`src/rtl/bit_frame_writer_if.sv`:
```
// Pixel-stream input and bit-frame RAM write port of bit_frame_writer.
// master = the writer (consumes pixels, drives RAM writes), slave = its environment.
interface bit_frame_writer_if #(
  parameter int rd_port_w = 16
);
  logic                 pix_valid;
  logic                 pix_bit;
  logic                 pix_sof;
  logic                 wr_en;
  logic [15:0]          wr_addr;
  logic [rd_port_w-1:0] wr_data;

  modport master (input pix_valid, pix_bit, pix_sof, output wr_en, wr_addr, wr_data);
  modport slave  (output pix_valid, pix_bit, pix_sof, input wr_en, wr_addr, wr_data);
endinterface

```
`src/rtl/bit_frame_writer.sv`:
```
// Packs a 1-bpp pixel stream LSB-first into ping-pong bit-frame RAM words; writes land 1 cycle after the completing pixel, no backpressure.
// Optional frames-written/frames-dropped counters: define BIT_FRAME_WRITER_STATS_EN.
module bit_frame_writer #(
  parameter int rd_port_w   = 16,
  parameter int bit_frame_w = 960,
  parameter int bit_frame_h = 540
) (
  input  logic               clk,
  input  logic               reset,
  bit_frame_writer_if.master bus,
  input  logic               bm_idle,
  input  logic               bm_working_buf,
  output logic [3:0]         img_number_out,
  output logic               frame_drop,
  output logic               frame_abort,
  output logic [15:0]        stat_frames_written,
  output logic [15:0]        stat_frames_dropped
);
  localparam int COL_W = (bit_frame_w > 1) ? $clog2(bit_frame_w) : 1;
  localparam int ROW_W = (bit_frame_h > 1) ? $clog2(bit_frame_h) : 1;
  localparam int BIT_W = (rd_port_w > 1) ? $clog2(rd_port_w) : 1;
  localparam logic [COL_W-1:0] COL_LAST = COL_W'(bit_frame_w - 1);
  localparam logic [ROW_W-1:0] ROW_LAST = ROW_W'(bit_frame_h - 1);
  localparam logic [BIT_W-1:0] BIT_LAST = BIT_W'(rd_port_w - 1);

  typedef enum logic [1:0] {ST_IDLE, ST_WRITE, ST_DROP} state_t;

  state_t               state;
  logic [COL_W-1:0]     col;
  logic [ROW_W-1:0]     row;
  logic [BIT_W-1:0]     bit_cnt;
  logic [14:0]          word_addr;
  logic [rd_port_w-2:0] pack;
  logic                 commit_pending;

  logic                 sof, eff_wbuf, accept, take;
  logic [COL_W-1:0]     col_c;
  logic [ROW_W-1:0]     row_c;
  logic [BIT_W-1:0]     bit_c;
  logic [14:0]          word_c;
  logic [rd_port_w-1:0] pack_nxt;

  // The frame counter increments one cycle after the last write; an SOF in that
  // cycle must already see the new buffer, hence the pending-commit correction.
  always_comb begin
    sof      = bus.pix_valid && bus.pix_sof;
    eff_wbuf = img_number_out[0] ^ commit_pending;
    accept   = (bm_working_buf != eff_wbuf) || bm_idle;
    take     = bus.pix_valid && (sof ? accept : (state == ST_WRITE));
    col_c    = sof ? '0 : col;
    row_c    = sof ? '0 : row;
    bit_c    = sof ? '0 : bit_cnt;
    word_c   = sof ? '0 : word_addr;
    pack_nxt = {bus.pix_bit, pack};
  end

  always_ff @(posedge clk) begin
    if (reset) begin
      state          <= ST_IDLE;
      col            <= '0;
      row            <= '0;
      bit_cnt        <= '0;
      word_addr      <= '0;
      pack           <= '0;
      commit_pending <= 1'b0;
      img_number_out <= '0;
      frame_drop     <= 1'b0;
      frame_abort    <= 1'b0;
      bus.wr_en      <= 1'b0;
      bus.wr_addr    <= '0;
      bus.wr_data    <= '0;
    end else begin
      bus.wr_en   <= 1'b0;
      frame_drop  <= 1'b0;
      frame_abort <= 1'b0;

      if (commit_pending) begin
        img_number_out <= img_number_out + 4'd1;
        commit_pending <= 1'b0;
      end

      if (sof) begin
        if (state == ST_WRITE) frame_abort <= 1'b1;
        if (accept) begin
          state <= ST_WRITE;
        end else begin
          frame_drop <= 1'b1;
          state      <= ST_DROP;
        end
      end

      if (take) begin
        pack      <= pack_nxt[rd_port_w-1:1];
        word_addr <= word_c;
        if (bit_c == BIT_LAST) begin
          bus.wr_en   <= 1'b1;
          bus.wr_addr <= {eff_wbuf, word_c};
          bus.wr_data <= pack_nxt;
          word_addr   <= word_c + 15'd1;
          bit_cnt     <= '0;
        end else begin
          bit_cnt <= bit_c + BIT_W'(1);
        end

        if (col_c == COL_LAST) begin
          col <= '0;
          if (row_c == ROW_LAST) begin
            row            <= '0;
            state          <= ST_IDLE;
            commit_pending <= 1'b1;
          end else begin
            row <= row_c + ROW_W'(1);
          end
        end else begin
          col <= col_c + COL_W'(1);
          row <= row_c;
        end
      end
    end
  end

`ifdef BIT_FRAME_WRITER_STATS_EN
  always_ff @(posedge clk) begin
    if (reset) begin
      stat_frames_written <= '0;
      stat_frames_dropped <= '0;
    end else begin
      if (commit_pending) stat_frames_written <= stat_frames_written + 16'd1;
      if (sof && !accept) stat_frames_dropped <= stat_frames_dropped + 16'd1;
    end
  end
`else
  assign stat_frames_written = '0;
  assign stat_frames_dropped = '0;
`endif
endmodule

```
`src/flat_wrapper.sv`:
```
// flat-port wrapper written by rule: the top's interface ports become plain ports
module bit_frame_writer_flat 
#(
  parameter int rd_port_w   = 16,
  parameter int bit_frame_w = 960,
  parameter int bit_frame_h = 540
)
  (clk, reset, bm_idle, bm_working_buf, img_number_out, frame_drop, frame_abort, stat_frames_written, stat_frames_dropped, bus_pix_valid, bus_pix_bit, bus_pix_sof, bus_wr_en, bus_wr_addr, bus_wr_data);
  bit_frame_writer_if #(.rd_port_w(rd_port_w)) bus_i ();
  input  logic clk;
  input  logic reset;
  input  logic bm_idle;
  input  logic bm_working_buf;
  output logic [3:0] img_number_out;
  output logic frame_drop;
  output logic frame_abort;
  output logic [15:0] stat_frames_written;
  output logic [15:0] stat_frames_dropped;
  input wire logic [$bits(bus_i.pix_valid)-1:0] bus_pix_valid;
  input wire logic [$bits(bus_i.pix_bit)-1:0] bus_pix_bit;
  input wire logic [$bits(bus_i.pix_sof)-1:0] bus_pix_sof;
  output wire logic [$bits(bus_i.wr_en)-1:0] bus_wr_en;
  output wire logic [$bits(bus_i.wr_addr)-1:0] bus_wr_addr;
  output wire logic [$bits(bus_i.wr_data)-1:0] bus_wr_data;
  assign bus_i.pix_valid = bus_pix_valid;
  assign bus_i.pix_bit = bus_pix_bit;
  assign bus_i.pix_sof = bus_pix_sof;
  assign bus_wr_en = bus_i.wr_en;
  assign bus_wr_addr = bus_i.wr_addr;
  assign bus_wr_data = bus_i.wr_data;
  bit_frame_writer #(.rd_port_w(rd_port_w), .bit_frame_w(bit_frame_w), .bit_frame_h(bit_frame_h)) u_core (.clk(clk), .reset(reset), .bus(bus_i), .bm_idle(bm_idle), .bm_working_buf(bm_working_buf), .img_number_out(img_number_out), .frame_drop(frame_drop), .frame_abort(frame_abort), .stat_frames_written(stat_frames_written), .stat_frames_dropped(stat_frames_dropped));
endmodule
```
`config.mk`:
```
export PLATFORM = sky130hd
export DESIGN_NAME = bit_frame_writer_flat
export DESIGN_NICKNAME = d
export VERILOG_FILES = /design/src/rtl/bit_frame_writer_if.sv /design/src/rtl/bit_frame_writer.sv /design/src/flat_wrapper.sv
export SDC_FILE = /design/constraint.sdc
export NUM_CORES = 1
export LEC_CHECK = 0
export ABC_CLOCK_PERIOD_IN_PS = 2900
export CAP_MARGIN = 20
export CORE_MARGIN = 2
export CORE_UTILIZATION = 48
export DETAILED_ROUTE_END_ITERATION = 10
export GPL_TIMING_DRIVEN = 0
export PLACE_DENSITY_LB_ADDON = 0.15
export SLEW_MARGIN = 10
export SYNTH_ARGS = -nofsm -noshare
export SYNTH_HDL_FRONTEND = slang
export SYNTH_SLANG_ARGS = --single-unit
```
`constraint.sdc`:
```
create_clock -name clk -period 2.9 [get_ports clk]
set_clock_uncertainty 0.2 [all_clocks]
set_input_delay 0.58 -clock clk [delete_from_list [all_inputs] [get_ports clk]]
set_output_delay 0.58 -clock clk [all_outputs]
set_load 0.05 [all_outputs]
```
==> flow_metrics.py, run 1 <==
metrics = {
    "grt": {
        "grt_max_degree": 17,
        "grt_pass1_wl_um": 18200,
        "grt_pass1_vias": 3903,
        "overflow": 0,
        "grt_util_all_layers_pct": 22.4,
        "antenna_found_initial": 0,
    },
    "drt": {
        "routed_wl_um": 10900,
        "vias": 4136,
        "drcViolationCount": 0,
        "drt_pre_antenna_iters": 4,
        "wl_per_cell_um": 14.2,
        "drtIter0Drc": 246,
        "ant_nets": 0,
        "via_per_inst": 5.40,
    },
    "final_layout": {
        "final_cells": 766,
        "seqCellArea_um2": 1920,
        "diodes": 0,
        "layout-drive-gt1-share_pct": 13.6,
        "fillers": 850,
        "fin_nets": 662,
        "synthToLayoutAreaGrowth_pct": 22.8,
        "multi_input_area_um2": 2300,
    },
    "timing": {
        "tightest_slew_ns": 0.683,
        "fin_hold_ws_ns": 0.253,
        "layout_min_cycle_time_ns": 2.81,
        "finalCritPeriodShare_pct": 96.8,
        "relSlewSlack_pct": 54.1,
        "slew_violations": 0,
        "fmax_ghz": 0.356,
        "rsz0062_at_grt": "false",
        "setup_viol": 0,
        "hold_viol": 0,
    },
    "worst_setup_path": {
        "crit_path_end_kind": "flip-flop",
        "worst_ep_required_time_ns": 2.95,
        "worstPathMaxFanout": 10,
        "cp.arrival_ns": 2.86,
        "cp-start-kind": "primary input",
        "crit_type": "in2reg",
    },
    "synthesis": {
        "post-synth-top-count-cell": "nand2_1",
        "synth.avg_cell_area_um2": 7.99,
        "syn_inst": 561,
        "ys_top_cells_by_area": "dfxtp_1 43%, nand2_1 10%, a21oi_1 7.3%",
        "async_flop_share_pct": 0,
        "yosys-top-cells-count": "120 x nand2_1, 96 x dfxtp_1, 65 x a21oi_1",
        "seq_area_frac_synth_pct": 42.9,
        "synth_top_area_share_pct": 42.9,
        "synth_warnings": 0,
        "ys_ff_latch": 96,
        "ys_types": 58,
        "syn_area_um2": 4480,
        "synth_edf_count": 0,
        "synth_largest_area_cell": "dfxtp_1",
        "synthFlopType": "dfxtp_1",
    },
    "placed_design": {
        "gp_congestion": 0.871,
        "placedCellCount": 747,
        "place_hpwl_um": 7710,
        "io_buffers": 44,
    },
    "clock_network": {
        "clkTransAtPathRegs_ns": 0.09,
        "h-tree-depth": 3,
        "cts-root-buf": "clkbuf_8",
        "cts_buffers": 9,
        "cts_tree": "yes",
        "cts.path.max_buffers": 2,
        "clkSinkCount": 96,
        "clk_latency_ns": 0.36,
    },
    "floorplanning": {
        "dieArea_um2": 10100,
        "start_util_pct": 49.0,
        "die_h_um": 101,
        "ios": 78,
        "core-area_um2": 9150,
        "fp-row-count": 35,
        "die_w_um": 101,
    },
    "worst_hold_path": {
        "min_path_type": "reg2reg",
    },
    "pwr": {
        "power.density_nw_per_um2": 479,
        "peakVddDrop_uv": 240,
        "p_leak_uw": 0.00201,
    },
    "run_status": {
        "status": "finished clean",
    },
    "job": {
        "max_cap_violations": 0,
    },
}
[per-layer routing]
| metal | global-route usage [%] | share of wire (%) |
|---|---|---|
| met5 | 0 | 0 |
| met4 | 10.9 | 2.9 |
| met3 | 3.33 | 5.0 |
| met2 | 36.5 | 47 |
| met1 | 29.2 | 45 |
[sequential cells by signal, indices dropped and copies added, names as in the netlist]
register               flops
u_core.frame_abort         1
u_core.state               2
u_core.frame_drop          1
u_core.commit_pending      1
u_core.col                10
u_core.bus.wr_data        16
u_core.row                10
u_core.img_number_out      4
u_core.bit_cnt             4
u_core.pack               15
u_core.word_addr          15
u_core.bus.wr_en           1
u_core.bus.wr_addr        16
[worst max-delay path, cell delays in order]
cell	delay [ns]
dlygate4sd2_1	0.30
nand2_4	0.16
clkbuf_4	0.24
and2_1	0.15
ha_2	0.23
nand3_2	0.16
nor4_4	0.31
and3_1	0.21
buf_2	0.20
nor3_1	0.09
a32o_1	0.20
[where the power goes]
| group | switching (µW) | leakage [µW] | internal (µW) | total (µW) |
|---|---|---|---|---|
| Combinational | 192 | 0.00112 | 64.8 | 257 |
| Sequential | 5.05 | 0.000774 | 1320 | 1330 |
| Clock | 476 | 0.000117 | 578 | 1050 |
| Total | 674 | 0.00201 | 1970 | 2640 |
[logic make-up after synthesis]
logic type | after synthesis | share of synthesized area, %
compound gates | 115 | 15.4
xor+xnor | 14 | 3.10
fa+ha+maj | 5 | 1.40
buf+inv | 74 | 9.29
flops | 96 | 42.9
mux | 3 | 0.670
other cells | 1 | 0.0836
simple gates | 253 | 27.2
[cell type report]
type                    count  area share [%]
plain buffers              65            7.27
clock buffers              10            2.32
clock inverters             6            2.09
inverters                   8           0.545
multi-input cells         422            41.8
flip-flops and latches     96            34.9
well taps                 111            2.52
repair buffers             48            8.52
[cell usage in the layout (no fill, tap or decap), types with 5 or more instances in the layout]
cell type        instances
nand2_1                118
clkbuf_1                14
buf_2                    9
nor2_1                  33
nand4_1                 10
clkbuf_8                 9
xor2_1                   9
and3_1                   8
and2_1                  12
o21ai_0                 16
clkdlybuf4s50_1         42
nor3_1                  10
nand3_1                 24
buf_4                   36
a21oi_1                 65
dfxtp_1                 96
clkbuf_2                 5
inv_1                    8
conb_1                  32
[per-stage QoR]
| step | setup slack [ns] | power [µW] | utilization, % | cell area [µm²] | setup TNS, ns |
|---|---|---|---|---|---|
| finish | 0.0928 | 2640 | 60.2 | 5510 | 0 |
| global route | 0.00999 | 2730 | 60.2 | 5510 | 0 |
| global placement | -1.08 | 1610 | 56.6 | 5180 | -61.85 |
| CTS | 0.141 | 2660 | 59.8 | 5470 | 0 |
| detailed placement | -1.16 | 1610 | 56.6 | 5180 | -65.17 |
| floorplan | 0.0788 | 1560 | - | 4600 | 0 |
[path summary, 6_finish.rpt]
| check | to | slack [ns] | depth (start not counted) | startpoint |
|---|---|---|---|---|
| max | u_core.row[1] | 0.09 | 11 | bus_pix_sof |
| min | u_core.bus.wr_addr[9] | 0.25 | 2 | u_core.bus.wr_addr[9] |
| max reg2reg | u_core.bit_cnt[3] | 0.64 | 7 | u_core.img_number_out[0] |
| min reg2reg | u_core.bus.wr_addr[9] | 0.25 | 2 | u_core.bus.wr_addr[9] |
[what timing repair did]
action                                  4_1_cts  5_1_grt
setup buffers                                 2        2
endpoints found under the hold margin         0        0
pin swaps                                     2        1
endpoints found under the setup margin       69       17
gates resized for setup                      18        8
hold buffers                                  0        0
Note: power is estimated with default switching activity, not from simulation.
==> run 2, diff against run 1 <==
--- a/config.mk
+++ b/config.mk
@@ -5,10 +5,11 @@
 export SDC_FILE = /design/constraint.sdc
 export NUM_CORES = 1
 export LEC_CHECK = 0
-export ABC_CLOCK_PERIOD_IN_PS = 2900
+export ABC_AREA = 1
+export ABC_CLOCK_PERIOD_IN_PS = 2950
 export CAP_MARGIN = 20
 export CORE_MARGIN = 2
-export CORE_UTILIZATION = 48
+export CORE_UTILIZATION = 53
 export DETAILED_ROUTE_END_ITERATION = 10
 export GPL_TIMING_DRIVEN = 0
 export PLACE_DENSITY_LB_ADDON = 0.15
==> constraint.sdc (replaced) <==
create_clock -name clk -period 2.95 [get_ports clk]
set_clock_uncertainty 0.2 [all_clocks]
set_input_delay 0.59 -clock clk [delete_from_list [all_inputs] [get_ports clk]]
set_output_delay 0.59 -clock clk [all_outputs]
set_load 0.05 [all_outputs]
==> flow_metrics.py, run 2 <==
metrics = {
    "worst_setup_path": {
        "path_cells": "clkdlybuf4s50_1 -> nand2_2 -> buf_8 -> inv_2 -> buf_6 -> buf_6 -> nor2_2 -> ha_2 -> nand2_2 -> inv_2 -> nand3_4 -> nor2_4 -> clkinv_4 -> buf_8 -> a21oi_1 -> nor2_1",
        "crit_path_top_delay_cell": "clkdlybuf4s50_1",
        "timing.critical_path.buf_inv": 8,
        "rrSetupSlack_ns": 0.68,
        "worstPathMaxFanout": 10,
        "slowest_delay_ns": 0.41,
        "reg2reg_to": "u_core.row[0]",
        "crit_type": "in2reg",
        "r2r-start": "u_core.col[0]",
        "worst_ep_required_time_ns": 3.02,
        "crit_path_end_kind": "flip-flop",
        "cp_top_family": "buffers and inverters",
        "cp.arrival_ns": 2.90,
        "worstRegToRegCells": 11,
        "cp-start-kind": "primary input",
    },
    "worst_hold_path": {
        "whs_endpoint": "u_core.bus.wr_data[3]",
        "min_from": "u_core.pack[3]",
        "hold_depth": 2,
        "min_path_type": "reg2reg",
    },
    "grt": {
        "grt_pass1_wl_um": 19400,
        "antenna_found_initial": 0,
        "grt_pass1_vias": 4156,
        "grt_util_all_layers_pct": 24.6,
        "grt_max_degree": 18,
        "overflow": 0,
    },
    "pwr": {
        "power.density_nw_per_um2": 430,
        "p_leak_uw": 0.00236,
        "peakVddDrop_uv": 281,
    },
    "final_layout": {
        "layout-drive-gt1-share_pct": 14.9,
        "diodes": 0,
        "final_cell_mix": "109 x nand2_1, 103 x nor2_1, 96 x dfxtp_1, 61 x o21ai_0, 49 x a21oi_1",
        "multi_input_area_um2": 2310,
        "synthToLayoutAreaGrowth_pct": 24.4,
        "fin_nets": 763,
        "mostFrequentLayoutCell": "nand2_1",
        "seqCellArea_um2": 1920,
        "top_regs": "u_core.bus.wr_addr x16, u_core.bus.wr_data x16",
        "final_cells": 864,
        "fillers": 767,
    },
    "synthesis": {
        "seq_area_frac_synth_pct": 41.5,
        "synthFlopType": "dfxtp_1",
        "ys_top_cells_by_area": "dfxtp_1 41%, nor2_1 9.1%, nand2_1 9.0%",
        "syn_inst": 653,
        "synth_edf_count": 0,
        "yosys-top-cells-count": "112 x nor2_1, 111 x nand2_1, 96 x dfxtp_1",
        "post-synth-top-count-cell": "nor2_1",
        "synth_largest_area_cell": "dfxtp_1",
        "syn_area_um2": 4630,
        "synth_top_area_share_pct": 41.5,
        "ys_types": 41,
        "ys_ff_latch": 96,
        "synth_warnings": 0,
        "async_flop_share_pct": 0,
        "synth.avg_cell_area_um2": 7.09,
    },
    "clock_network": {
        "cts_buffers": 9,
        "cts-root-buf": "clkbuf_8",
        "clkSinkCount": 96,
        "clkTransAtPathRegs_ns": 0.09,
        "h-tree-depth": 3,
        "cts.path.max_buffers": 2,
        "cts_tree": "yes",
        "clk_latency_ns": 0.37,
    },
    "drt": {
        "via_per_inst": 5.32,
        "wl_per_cell_um": 13.8,
        "vias": 4596,
        "drt_pre_antenna_iters": 5,
        "drcViolationCount": 0,
        "routed_wl_um": 11900,
        "drtIter0Drc": 309,
        "ant_nets": 0,
    },
    "run_status": {
        "status": "finished clean",
    },
    "floorplanning": {
        "fp-row-count": 34,
        "die_h_um": 97.5,
        "start_util_pct": 53.9,
        "ios": 78,
        "dieArea_um2": 9500,
        "die_w_um": 97.5,
        "core-area_um2": 8590,
    },
    "timing": {
        "slew_violations": 0,
        "fmax_ghz": 0.353,
        "rsz0062_at_grt": "false",
        "layout_min_cycle_time_ns": 2.84,
        "setup_viol": 0,
        "relSlewSlack_pct": 56.2,
        "tightest_slew_ns": 0.657,
        "hold_viol": 0,
        "setup_slack_ns": 0.114,
        "finalCritPeriodShare_pct": 96.1,
    },
    "placed_design": {
        "dp_slack_ns": -0.719,
        "placedCellCount": 837,
        "gp_congestion": 0.947,
        "io_buffers": 45,
        "place_hpwl_um": 8360,
    },
    "job": {
        "max_cap_violations": 0,
    },
}
[run 2: worst max path at each step]
stage	to	startpoint	cells past startpoint
after global routing	u_core.row[0]	bus_pix_sof	14
after CTS	u_core.word_addr[0]	bus_pix_valid	15
after floorplan	u_core.word_addr[11]	bus_pix_sof	16
after detailed placement	u_core.bus.wr_data[2]	bus_pix_valid	16
after global placement	u_core.bus.wr_addr[9]	bus_pix_valid	16
final	u_core.bus.wr_addr[9]	bus_pix_sof	16
[run 2: report_power, final]
| group | switching (µW) | internal (µW) |
|---|---|---|
| clock network | 498 | 320 |
| registers | 18.6 | 1320 |
| logic | 228 | 91.8 |
| total | 745 | 1730 |
[run 2: area by class of cell]
class	count	area share (%)
plain buffers	64	8.07
clock buffers	10	2.21
clock inverters	6	0.912
inverters	48	3.26
multi-input cells	476	40.0
flip-flops and latches	96	33.3
well taps	108	2.34
repair buffers	55	9.77
repair inverters	1	0.0868
[run 2: cells by family after synthesis]
kind of cell / count (synthesis) / share of synthesized area (%)
flops: 96 / 41.5
compound gates: 126 / 14.2
other cells: 1 / 0.0810
xor+xnor: 6 / 1.13
simple gates: 307 / 28.8
buf+inv: 112 / 12.9
fa+ha+maj: 5 / 1.35
[run 2: metal layers]
metal	vias to the layer above	global-route usage (%)	routed length (µm)
met2	190	43.1	5920
met5	-	0	0
met1	2094	30.7	5040
met3	35	4.89	717
li1	2277	-	-
met4	0	7.16	253
[run 2: worst min-delay path: stages (launching register included)]
cell and delay (ns):
dfxtp_1 0.33, nand2_1 0.06, nand2_1 0.04
[run 2: repair_timing]
item / CTS / global route
setup endpoints to repair: 51 / 65
hold buffers: 0 / 0
setup buffers: 5 / 3
pin swaps: 6 / 4
resized for setup: 15 / 28
gates cloned: 0 / 3
[run 2: metrics by stage]
stage / power (µW) / utilization, % / TNS, ns / area (µm²) / hold WS [ns]
floorplan: 1610 / - / 0 / 4750 / 0.222
detailed placement: 1670 / 62.1 / -35.61 / 5330 / 0.255
global route: 2560 / 67.1 / 0 / 5760 / 0.292
CTS: 2480 / 65.2 / -0.0000209 / 5600 / 0.270
finish: 2480 / 67.1 / 0 / 5760 / 0.268
global placement: 1670 / 62.1 / -33.10 / 5330 / 0.252
